`src/rtl/bus_demux_6502.sv`:
```
// Board-side demultiplexer for the time-multiplexed 6502 tile output stream.
// Rebuilds address/RW/SYNC, mirrors phi and issues one req/ack memory transaction per CPU cycle.
module bus_demux_6502 #(
  parameter int unsigned ADDRESS_WIDTH = 16,
  parameter int unsigned BUS_WIDTH     = 8,
  parameter bit          USE_FRAME     = 1'b1
) (
  input  logic                     clk,
  input  logic                     rst,
  input  logic [BUS_WIDTH-1:0]     bus_in,
  input  logic                     frame_in,
  input  logic [BUS_WIDTH-1:0]     cpu_data_in,
  output logic [BUS_WIDTH-1:0]     cpu_data_out,
  output logic [ADDRESS_WIDTH-1:0] addr,
  output logic                     rw,
  output logic                     sync,
  output logic                     frame_valid,
  output logic                     phi,
  output logic                     mem_req,
  output logic                     mem_we,
  output logic [ADDRESS_WIDTH-1:0] mem_addr,
  output logic [BUS_WIDTH-1:0]     mem_wdata,
  input  logic                     mem_ack,
  input  logic [BUS_WIDTH-1:0]     mem_rdata,
  output logic                     overrun
);

  typedef enum logic [1:0] {
    PH_LO  = 2'd0,
    PH_HI  = 2'd1,
    PH_CTL = 2'd2,
    PH_BAD = 2'd3
  } phase_t;

  phase_t               state_q;
  phase_t               state_d;
  logic [BUS_WIDTH-1:0] lo_q;
  logic [BUS_WIDTH-1:0] hi_q;

  logic realign_c;
  logic take_lo_c;
  logic take_hi_c;
  logic complete_c;
  logic issue_c;
  logic ack_c;
  logic start_c;

  // A frame marker outside the LO slot restarts the frame on this byte.
  assign realign_c  = USE_FRAME && frame_in && (state_q != PH_LO);
  assign take_lo_c  = (state_q == PH_LO) || realign_c;
  assign take_hi_c  = (state_q == PH_HI) && !realign_c;
  assign complete_c = (state_q == PH_CTL) && !realign_c;
  assign issue_c    = complete_c && !phi;
  assign ack_c      = mem_req && mem_ack;
  assign start_c    = issue_c && (!mem_req || mem_ack);

  // Phase state register
  always_ff @(posedge clk or posedge rst) begin
    if (rst) begin
      state_q <= PH_LO;
    end else begin
      state_q <= state_d;
    end
  end

  // Phase sequencing LO -> HI -> CTL -> LO
  always_comb begin
    state_d = PH_LO;
    if (realign_c) begin
      state_d = PH_HI;
    end else begin
      case (state_q)
        PH_LO:   state_d = PH_HI;
        PH_HI:   state_d = PH_CTL;
        default: state_d = PH_LO;
      endcase
    end
  end

  // Address byte holding registers
  always_ff @(posedge clk or posedge rst) begin
    if (rst) begin
      lo_q <= '0;
      hi_q <= '0;
    end else begin
      if (take_lo_c) lo_q <= bus_in;
      if (take_hi_c) hi_q <= bus_in;
    end
  end

  // Decoded frame outputs, phi mirror and completion strobe
  always_ff @(posedge clk or posedge rst) begin
    if (rst) begin
      addr        <= '0;
      rw          <= 1'b1;
      sync        <= 1'b0;
      phi         <= 1'b0;
      frame_valid <= 1'b0;
    end else begin
      frame_valid <= complete_c;
      if (complete_c) begin
        addr <= ADDRESS_WIDTH'({hi_q, lo_q});
        rw   <= bus_in[0];
        sync <= bus_in[1];
        phi  <= ~phi;
      end
    end
  end

  // Memory transaction: issue on phi rising, hold until acked, drop new request if still busy
  always_ff @(posedge clk or posedge rst) begin
    if (rst) begin
      mem_req   <= 1'b0;
      mem_we    <= 1'b0;
      mem_addr  <= '0;
      mem_wdata <= '0;
      overrun   <= 1'b0;
    end else begin
      if (start_c) begin
        mem_req   <= 1'b1;
        mem_we    <= ~bus_in[0];
        mem_addr  <= ADDRESS_WIDTH'({hi_q, lo_q});
        mem_wdata <= cpu_data_in;
      end else if (ack_c) begin
        mem_req   <= 1'b0;
      end
      if (issue_c && mem_req && !mem_ack) begin
        overrun <= 1'b1;
      end
    end
  end

  // Read data returned to the CPU; writes leave it untouched
  always_ff @(posedge clk or posedge rst) begin
    if (rst) begin
      cpu_data_out <= '0;
    end else if (ack_c && !mem_we) begin
      cpu_data_out <= mem_rdata;
    end
  end

endmodule

```
`config.mk`:
```
export PLATFORM = sky130hd
export DESIGN_NAME = bus_demux_6502
export DESIGN_NICKNAME = d
export VERILOG_FILES = /design/src/rtl/bus_demux_6502.sv
export SDC_FILE = /design/constraint.sdc
export NUM_CORES = 1
export LEC_CHECK = 0
export ABC_AREA = 1
export ABC_CLOCK_PERIOD_IN_PS = 2800
export CORE_MARGIN = 1.5
export CORE_UTILIZATION = 45
export CTS_BUF_LIST = sky130_fd_sc_hd__clkbuf_4 sky130_fd_sc_hd__clkbuf_8
export CTS_CLUSTER_DIAMETER = 40
export DETAILED_ROUTE_END_ITERATION = 8
export PLACE_DENSITY = 0.75
export SLEW_MARGIN = 20
export SYNTH_ARGS = -nofsm -noshare
export SYNTH_HDL_FRONTEND = slang
export SYNTH_SLANG_ARGS = --single-unit
export TNS_END_PERCENT = 5
```
`constraint.sdc`:
```
create_clock -name clk -period 2.8 [get_ports clk]
set_input_delay 0.28 -clock clk [delete_from_list [all_inputs] [get_ports clk]]
set_output_delay 0.28 -clock clk [all_outputs]
set_load 0.02 [all_outputs]
```
### Word-level counts from Yosys, hierarchy flattened

Index checks and enable logic that the tools add are counted.

* bitwise operators: 2
* eq/ne operators: 2
* reductions and logical operators: 19
* muxes and demuxes: 4

Operators with widths (number)
* $logic_and 1x1->1: 9
* $logic_not 1->1: 5
* $pmux 2 s2: 1
* $reduce_bool 2->1: 2
* $eq 2x1->1 const B: 1
* $eq 2x2->1 const B: 1
* $logic_not 2->1: 1
* $logic_or 1x1->1: 2
* $mux 1: 2
* $mux 2: 1
* $not 1->1: 2

* bits in registers: 73
* word-level logic and storage cells: 41
* input bits: 28
* output and inout port bits: 55

### Longest topological paths before layout

Gate-level depths: netlist of the first run.

* word-level depth: 7
* depth in mapped cells: 8

### Worst setup path after synthesis of the first run

OpenSTA, ideal clock, no wires.

* path type: register to register
* from: register phi
* to: register mem_wdata[0]
* cell stages (with the launch flop): 5
* required time: 2.683 ns
* path slack: 1.572 ns
* path buffers: 1
* data arrival time: 1.110 ns
* setup time: 0.117 ns
* path through: dfrtp_1 clkinv_1 clkbuf_1 nand4_1 nand2_1

* cells in the longest elaborated chain, start to end: 3

Ends and longest elaborated chain
* start, declared: RTL line 18 `output logic phi,`
* start signal, assigned: RTL line 105 `phi <= ~phi;`
* $logic_not 1->1: RTL line 53 `assign issue_c = complete_c && !phi;`
* $logic_and 1x1->1: RTL line 53
* $logic_and 1x1->1: RTL line 55 `assign start_c = issue_c && (!mem_req || mem_ack);`
* end signal, assigned: RTL line 123 `mem_wdata <= cpu_data_in;`
* end, declared: RTL line 22 `output logic [BUS_WIDTH-1:0] mem_wdata,`

Every way passes these cells.
A chain may end at the register's enable or synchronous reset.

### Worst setup path after layout of the first run

* from: register rw
* to: output rw

RTL lines
* start, declared: RTL line 15 `output logic rw,`
* start signal, assigned: RTL line 103 `rw <= bus_in[0];`

No word-level cell between the ends.

==> impl_results.md, run 1 <==
- Status: finished, final reports clean
- Antenna violations before repair: 0
- Setup CP Type: flop to primary output
- Hold-fix buffers, CTS: 0
- Setup crit start: rw
- Worst path slowest cell: clkdlybuf4s50_1
- Total Neg Setup Slack: 0 ns
- ANT nets after route: 0
- Slew Viols, Final: 0
- Pwr dens: 942 mW/mm²
- Final Hold Viols: 0
- Gate Count Post-Synth: 302
- Crit. End Element: primary output
- Max FO, Critical Path: 2
- Post-route clock skew: 0.00815 ns
- Multi-input gate area: 878 µm²
- Filler instances: 511
- RSZ-0062 raised after global routing: no
- FF-to-FF Start: state_q[1]
- Worst-path clk slew: 0.07 ns
- Antenna Cells: 0
- Num CTS Buffers: 9
- Sequential share of power: 42.3%
- Routed len/inst: 13.8 µm
- Fmax: 574 MHz
- # setup viols final: 0
- PortBufs: 82
- Core box area: 0.00603 mm²
- Die Y: 82.8 µm
- DR iter-0 viols: 95
- Worst min path class: primary input to async pin
- Actual slew at the worst max-slew pin: 0.642 ns
- Die area: 0.00686 mm²
- Via Count: 2,301
- Internal power: 2.40 mW
- P_sw: 1.29 mW
- Clk buf depth: 2
- Drt total wl: 6400 µm
- Critical path cell sequence: clkdlybuf4s50_1
- Post-Syn Nets: 330
- Reg area: 0.00183 mm²
- CP top delay family: buffers and inverters
- R2r setup slk: 1.32 ns
- Max IR drop VDD: 530 µV
- Initial Util: 47.6%
- R2R cell count: 5
- Pre-antenna DRT Iters: 4
- CTS root buf: clkbuf_8
- Sequential share of the synthesized area: 63.7%
- Crit path arrival time: 1.46 ns
- First-pass GRT wire length: 10,900 µm
- Final Util: 65.0%
- CTS tree: done
- Setup bufs post-CTS: 0
- Worst path bufs/invs: 1
- Ys Warns: 0
- # clock sinks: 73
- Req. time, crit path: 2.52 ns
- Combinational fraction of design power: 36.2%
- LEAKAGE: 1.93 nW
- Overall Global Routing Usage: 19.7%
- CP peak stage delay: 0.59 ns
- Routability cong.: 0.825
- Reg2reg end: addr[3]
- Startpoint Class: flop
- Fraction of layout cells with a size suffix above 1: 7.47%
- Number of synthesized register bits: 73
- Distinct cell type count after synthesis: 20
- Vias in the first global route: 2,169
- Overall die width: 82.8 µm
- Min Tclk post-route: 1.74 ns
- DRC viols: 0
- Post-CTS Resized: 0
- Cell area after synthesis: 0.00287 mm²
- Sw Share: 34.9%
- Maxcap violations: 0
- Final nets: 411
- Cell depth of the worst setup path: 1
- Largest net degree at the start of global routing: 45
- Synthesized area per cell: 9.50 µm²
- H-tree depth: 3
- P&R area growth vs syn: 36.6%
- Tcrit/Tclk final: 62.2%
- I/O pins: 83
- Part of the power in the clock network: 21.5%
- Grt ovf: 0
- HPWL Detailed: 4440 µm
- Slew HR: 57.1%
- Setup crit end: rw
- Num rows: 28
- Clk Latency, worst-skew pair: 0.34 ns
- Vias/cell: 4.97
[Yosys cell counts]
master	count	area, µm²
dfstp_2	1	26.3
inv_2	2	7.51
clkinv_1	1	3.75
buf_4	3	22.5
nor2_4	1	11.3
nand2_4	1	11.3
buf_6	2	22.5
nor2_2	1	6.26
buf_2	6	30.0
inv_1	16	60.1
nand3_1	9	45.0
nand2_1	134	503
o21bai_1	1	7.51
nand4_1	25	156
clkbuf_1	4	15.0
dfrtp_1	72	1800
nor2_1	1	3.75
o21ai_0	19	95.1
o21ai_2	2	17.5
nand4_4	1	21.3
[state kept, by name, summed over array words and instances, names as in the netlist]
| register | count |
|---|---|
| cpu_data_out | 8 |
| overrun | 1 |
| state_q | 2 |
| mem_addr | 16 |
| mem_req | 1 |
| mem_we | 1 |
| hi_q | 8 |
| lo_q | 8 |
| rw | 1 |
| sync | 1 |
| frame_valid | 1 |
| addr | 16 |
| mem_wdata | 8 |
| phi | 1 |
[routing by layer]
layer / GRT usage [%] / share of wire, % / vias to the layer above
li1: - / - / 1126
met1: 29.4 / 48 / 1072
met2: 27.5 / 44 / 92
met3: 5.67 / 7.2 / 11
met4: 7.27 / 1.4 / 0
met5: 0 / 0 / -
[power groups by stage]
stage / Combinational [mW] / Clock, mW / Sequential [mW]
5_1_grt: 1.44 / 0.860 / 1.59
2_1_floorplan: 0.319 / 0 / 1.89
4_1_cts: 1.35 / 0.819 / 1.56
3_5_place_dp: 1.35 / 0 / 1.58
6_report: 1.34 / 0.794 / 1.56
3_3_place_gp: 1.32 / 0 / 1.57
[cell type report]
class / instances / share of cell area, %
multi-input cells: 195 / 22.4
repair buffers: 85 / 21.8
flip-flops and latches: 73 / 46.6
clock buffers: 10 / 3.35
inverters: 19 / 1.82
clock inverters: 6 / 1.53
well taps: 75 / 2.39
[per-stage QoR]
| stage | cells | worst slack [ns] | power (mW) | hold slack, ns | area (µm²) |
|---|---|---|---|---|---|
| finish | 463 | 1.06 | 3.69 | 0.340 | 3920 |
| global route | 463 | 0.939 | 3.89 | 0.425 | 3920 |
| CTS | 463 | 1.04 | 3.73 | 0.347 | 3920 |
| detailed placement | 447 | 0.711 | 2.93 | 0.459 | 3730 |
| global placement | 447 | 0.783 | 2.89 | 0.453 | 3730 |
| floorplan | 302 | 0.668 | 2.21 | 0.390 | 2870 |
[worst min-delay path by stage]
stage / depth (start not counted) / end / start
floorplan: 2 / hi_q[2] / bus_in[2]
global placement: 2 / cpu_data_out[0] / cpu_data_out[0]
detailed placement: 2 / cpu_data_out[3] / cpu_data_out[3]
CTS: 2 / cpu_data_out[7] / rst
global route: 2 / mem_addr[11] / rst
finish: 2 / mem_wdata[3] / rst
[kinds of logic after synthesis]
kind of cell    Yosys count  share of synthesized area (%)
flops                    73                           63.7
simple gates            173                           26.4
compound gates           22                           4.19
buf+inv                  34                           5.63
[cells in the final DEF (no fill, tap or decap)]
master,count
buf_12,1
clkinv_1,1
clkbuf_8,9
nand4_1,25
clkbuf_4,1
nor2_1,1
nor2_4,1
bufinv_16,1
dfrtp_1,72
o21ai_2,2
nor2_2,1
nand3_1,9
clkdlybuf4s50_1,82
nand2_1,134
clkinv_2,3
dfstp_2,1
o21bai_1,1
buf_4,2
inv_1,15
o21ai_0,19
nand4_4,1
inv_2,3
clkinvlp_4,2
nand2_4,1
No activity file was read; power rests on OpenSTA's default activity.
==> inputs of run 2 (changes only) <==
Settings changed: ABC_CLOCK_PERIOD_IN_PS 2800 to 1800.
Clock period 2.8 ns to 1.8 ns, I/O delays scaled along.
==> run 2 against run 1 <==
Flip-flop and latch count unchanged; non-clock buffer count increased by 4; utilization increased by 1.9 points; final area increased by 2.9%.
==> impl_results.md, run 2 (same netlist as run 1, synthesis figures left out) <==
- Worst path bufs/invs: 1 (unchanged)
- Routability cong.: 0.833 (+0.90%)
- Max FO, Critical Path: 2 (unchanged)
- Antenna violations before repair: 0 (unchanged)
- Final nets: 415 (+0.97%)
- RSZ-0062 raised after global routing: no
- Overall die width: 82.8 µm (unchanged)
- PortBufs: 82 (unchanged)
- Crit. End Element: primary output
- Clk buf depth: 2 (unchanged)
- Routed len/inst: 14.2 µm (+3.1%)
- Vias/cell: 5.07 (+2.0%)
- Min Tclk post-route: 1.64 ns
- Fin cells: 467 (+0.86%)
- Startpoint Class: flop
- Fmax: 608 MHz
- Status: finished, final reports clean
- Slew HR: 61.9% (+4.8 points)
- Setup bufs post-CTS: 0 (unchanged)
- Post-CTS Resized: 0 (unchanged)
- ANT nets after route: 0 (unchanged)
- Worst min path class: primary input to async pin
- Drt total wl: 6650 µm (+4.0%)
- Post-route cell area: 0.00403 mm² (+2.9%)
- CP top delay family: buffers and inverters
- # setup viols final: 0 (unchanged)
- LEAKAGE: 1.99 nW (+2.8%)
- Via Count: 2,367 (+2.9%)
- Final Hold Viols: 0 (unchanged)
- I/O pins: 83 (unchanged)
- Slew Viols, Final: 0 (unchanged)
- CTS tree: done
- Req. time, crit path: 1.62 ns (-0.90 ns)
- CTS root buf: clkbuf_8
- Num CTS Buffers: 9 (unchanged)
- Top Registers: addr: 16 flops, mem_addr: 16 flops
- Worst path slowest cell: clkdlybuf4s50_1
- Antenna Cells: 0 (unchanged)
- Critical path cell sequence: clkdlybuf4s50_1
- Worst-path clk slew: 0.08 ns (about the same)
- Hold-fix buffers, CTS: 0 (unchanged)
- Overall Global Routing Usage: 20.1% (+0.40 points)
- Pwr dens: 1520 mW/mm² (+62%)
- H-tree depth: 3 (unchanged)
- Dpl cells: 451 (+0.89%)
- Fraction of layout cells with a size suffix above 1: 8.42% (+0.94 points)
- DRC viols: 0 (unchanged)
- Final Util: 66.9% (+1.9 points)
- P&R area growth vs syn: 40.6%
- Maxcap violations: 0 (unchanged)
- Die area: 0.00686 mm² (unchanged)
- Clk Latency, worst-skew pair: 0.34 ns (about the same)
- Max IR drop VDD: 820 µV (+55%)
- # clock sinks: 73 (unchanged)
- Largest net degree at the start of global routing: 36 (-20%)
- Actual slew at the worst max-slew pin: 0.571 ns (-0.0715 ns)
- Post-route clock skew: 0.00996 ns (+0.00181 ns)
- Core box area: 0.00603 mm² (unchanged)
- Most frequent cells in the layout: nand2_1 (134), clkdlybuf4s50_1 (82), dfrtp_1 (72)
- First-pass GRT wire length: 11,000 µm (+1.1%)
- Pre-antenna DRT Iters: 4 (unchanged)
- Post-DP Area: 0.00377 mm² (+1.2%)
- Die Y: 82.8 µm (unchanged)
- DR iter-0 viols: 150 (+58%)
- Crit path arrival time: 1.46 ns (about the same)
- Commonest non-fill, non-tap cell in the layout: nand2_1
- Tcrit/Tclk final: 91.3%
- Total Neg Setup Slack: 0 ns (unchanged)
- HPWL Detailed: 4580 µm (+3.0%)
- CP peak stage delay: 0.59 ns (about the same)
- Setup CP Type: flop to primary output
- Num rows: 28 (unchanged)
- Grt ovf: 0 (unchanged)
- Initial Util: 47.6% (unchanged)
- Vias in the first global route: 2,229 (+2.8%)
-- run 2: changes by cell type in the layout (fill, tap and decap cells not counted) --
| cell | delta |
|---|---|
| clkbuf_8 | +2 |
| bufinv_16 | +2 |
| clkinvlp_4 | -1 |
| clkinv_4 | +1 |
| clkinv_2 | -3 |
| buf_12 | +1 |
| buf_4 | +3 |
| inv_2 | -1 |
-- run 2: path summary, 6_finish.rpt --
path / startpoint / to / slack [ns] / cells past startpoint
min: rst / cpu_data_out[3] / 0.20 / 2
max: rw / rw / 0.16 / 1
min reg2reg: mem_addr[2] / mem_addr[2] / 0.47 / 2
min in group clk: mem_rdata[0] / cpu_data_out[0] / 0.41 / 3
max reg2reg: mem_req / cpu_data_out[6] / 0.50 / 5
max in group asynchronous: rst / rw / 1.06 / 3
-- run 2: final cells by class --
type / instances / area, µm²
clock inverter: 4 / 98.8
multi-input combinational: 195 / 878
inverter: 19 / 75.1
timing repair buffer: 89 / 898
tap: 75 / 93.8
fill: 492 / 1990
sequential: 73 / 1830
clock buffer: 12 / 159
-- run 2: routing by layer --
metal	track usage, %	wire length (µm)	part of all wire, %	vias to the layer above
li1	-	-	-	1136
met4	8.18	79	1.2	0
met1	28.7	3160	47	1131
met3	4.47	427	6.4	8
met2	30.0	2990	45	92
met5	0	0	0	-
-- run 2: power by group --
part	switching (mW)	internal, mW	total [mW]
sequential	0.297	2.13	2.42
combinational	1.12	0.974	2.09
clock	0.617	1.02	1.63
-- run 2: through the flow --
| stage | setup slack (ns) | power (mW) | hold WS, ns |
|---|---|---|---|
| 6_report | 0.157 | 6.15 | 0.195 |
| 5_1_grt | 0.124 | 6.45 | 0.212 |
| 4_1_cts | 0.135 | 6.20 | 0.193 |
| 3_5_place_dp | 0.197 | 4.56 | 0.459 |
| 3_3_place_gp | 0.211 | 4.51 | 0.453 |
| 2_1_floorplan | 0.572 | 3.44 | 0.290 |
==> edit (config.mk and constraints of run 2) <==
Encoding of `phase_t`: now one-hot (4 bits for 4 values).
--- a/src/rtl/bus_demux_6502.sv
+++ b/src/rtl/bus_demux_6502.sv
@@ -26,9 +26,9 @@
 );
 
-  typedef enum logic [1:0] {
-    PH_LO  = 2'd0,
-    PH_HI  = 2'd1,
-    PH_CTL = 2'd2,
-    PH_BAD = 2'd3
+  typedef enum logic [3:0] {
+    PH_LO  = 4'b0001,
+    PH_HI  = 4'b0010,
+    PH_CTL = 4'b0100,
+    PH_BAD = 4'b1000
   } phase_t;
 
Formal check against the unedited RTL: no difference found for any inputs over 10 cycles, from zero or initial values and one cycle with rst high; not proved beyond that.
==> edit against run 2 <==
Wire length rose by 2.1%; synthesized area rose by 2.1%; maximum frequency fell by 0.98%; critical path depth did not move; die area rose by 2.0%; power rose by 2.3%; sequential cell count rose by 1; sequential power rose by 3%; design area rose by 1.1%; setup slack got worse by 0.016 ns; highest routed layer unchanged.
==> edit: results (changes against run 2) <==
* Status: complete, no violations
* Crit-path max FO at 2 (unchanged)
* Count of cell types in the netlist at 23 (+15%)
* Wire per inst at 14.3 um (+0.14%)
* Synth Area in Compound Gates at 3.97% (-0.21 points)
* First-pass GRT wire length at 11.4 mm (+3.6%)
* Postcts setup bufs at 0 (unchanged)
* Final HPWL DP at 4.70 mm (+2.7%)
* DP Worst Slack at 0.216 ns (+0.0192 ns)
* Nets at 423 (+1.9%)
* Share of post-route cells with drive strength above 1 at 9.27% (+0.85 points)
* Post-Route Skew at 0.00611 ns (-0.00385 ns)
* Maximum number of pins on one net before global-route repair at 44 (+22%)
* Peak supply drop at 0.798 mV (-2.6%)
* Fill cells at 538 (+9.3%)
* Mean Syn Cell Area at 9.48 um^2 (-0.22%)
* Worst reg2reg setup slack at 0.35 ns (-0.15 ns)
* Post-Place Cells at 461 (+2.2%)
* Most instantiated cells after synthesis: nand2_1 (135), dfrtp_1 (72), nand4_1 (25), o21ai_0 (19), inv_1 (16)
* ANT cells at 0 (unchanged)
* Reg-to-Reg End: hi_q[5]
* Critical R2R Launch: state_q[0]
* Worst Tran Pin Value at 0.478 ns (-0.0933 ns)
* Internal power at 0.00423 W (+2.7%)
* Static Leak at 2.02 nW (+1.5%)
* Multi-input gate area at 898 um^2 (+2.3%)
* Post-place instance area at 3820 um^2 (+1.3%)
* Min Hold Slack at 0.204 ns (+0.00857 ns)
* Synthesized Nets at 337 (+2.1%)
* Initial drt markers at 178 (+19%)
* Vias in the first global route at 2345 (+5.2%)
* GP Congestion at 0.770 (-7.5%)
* Gr usage total at 20.8% (+0.66 points)
* Ranking of synthesized cells by area: dfrtp_1 (62%), nand2_1 (17%), nand4_1 (5.3%)
* Routed WL at 6.79 mm (+2.1%)
* Total number of vias at 2408 (+1.7%)
* CP arrival at 1.48 ns (+0.02 ns)
* Sequential fraction of the synthesis area at 63.3% (-0.41 points)
-- edit: cell types whose count changed after synthesis, sizes merged --
| cell | run 2 | this run |
|---|---|---|
| a21oi | 0 | 1 |
| clkinv | 1 | 0 |
| o21ai | 21 | 20 |
| inv | 18 | 20 |
| dfstp | 1 | 2 |
| clkbuf | 4 | 2 |
| nand2 | 135 | 138 |
| buf | 11 | 13 |
| nor2 | 3 | 5 |
-- edit: logic make-up after synthesis --
group,Yosys count
simple gates,178
flops,74
buf+inv,35
compound gates,22
-- edit: layout make-up --
| type | count | share of cell area (%) |
|---|---|---|
| clock inverters | 6 | 3.19 |
| clock buffers | 9 | 3.04 |
| multi-input cells | 200 | 22.0 |
| repair buffers | 90 | 21.9 |
| well taps | 77 | 2.36 |
| flip-flops and latches | 74 | 45.5 |
| inverters | 20 | 1.93 |
-- edit: per-layer routing --
layer  share of wire, %  global-route usage, %  vias to the layer above  wire [um]
met4                1.6                   9.39                        0        106
met1                 46                   30.1                     1137       3100
met2                 45                   30.5                      101       3090
met5                  0                      0                        -          0
met3                7.3                   3.96                       10        496
li1                   -                      -                     1160          -
-- edit: worst max-delay path by stage --
stage	depth (start not counted)	start	end	slack, ns
6_report	1	rw	rw	0.14
5_1_grt	1	rw	rw	0.11
4_1_cts	1	rw	rw	0.12
3_3_place_gp	6	frame_in	hi_q[7]	0.19
2_1_floorplan	5	mem_req	cpu_data_out[0]	0.58
3_5_place_dp	6	frame_in	hi_q[7]	0.22
-- edit: power groups by stage --
stage | logic (W) | registers, W | clock network (W)
after global placement | 0.00214 | 0.00251 | 0
after floorplan | 0.000525 | 0.00302 | 0
after CTS | 0.00219 | 0.00249 | 0.00166
after global routing | 0.00233 | 0.00255 | 0.00173
after detailed placement | 0.00218 | 0.00251 | 0
final | 0.00216 | 0.00249 | 0.00164
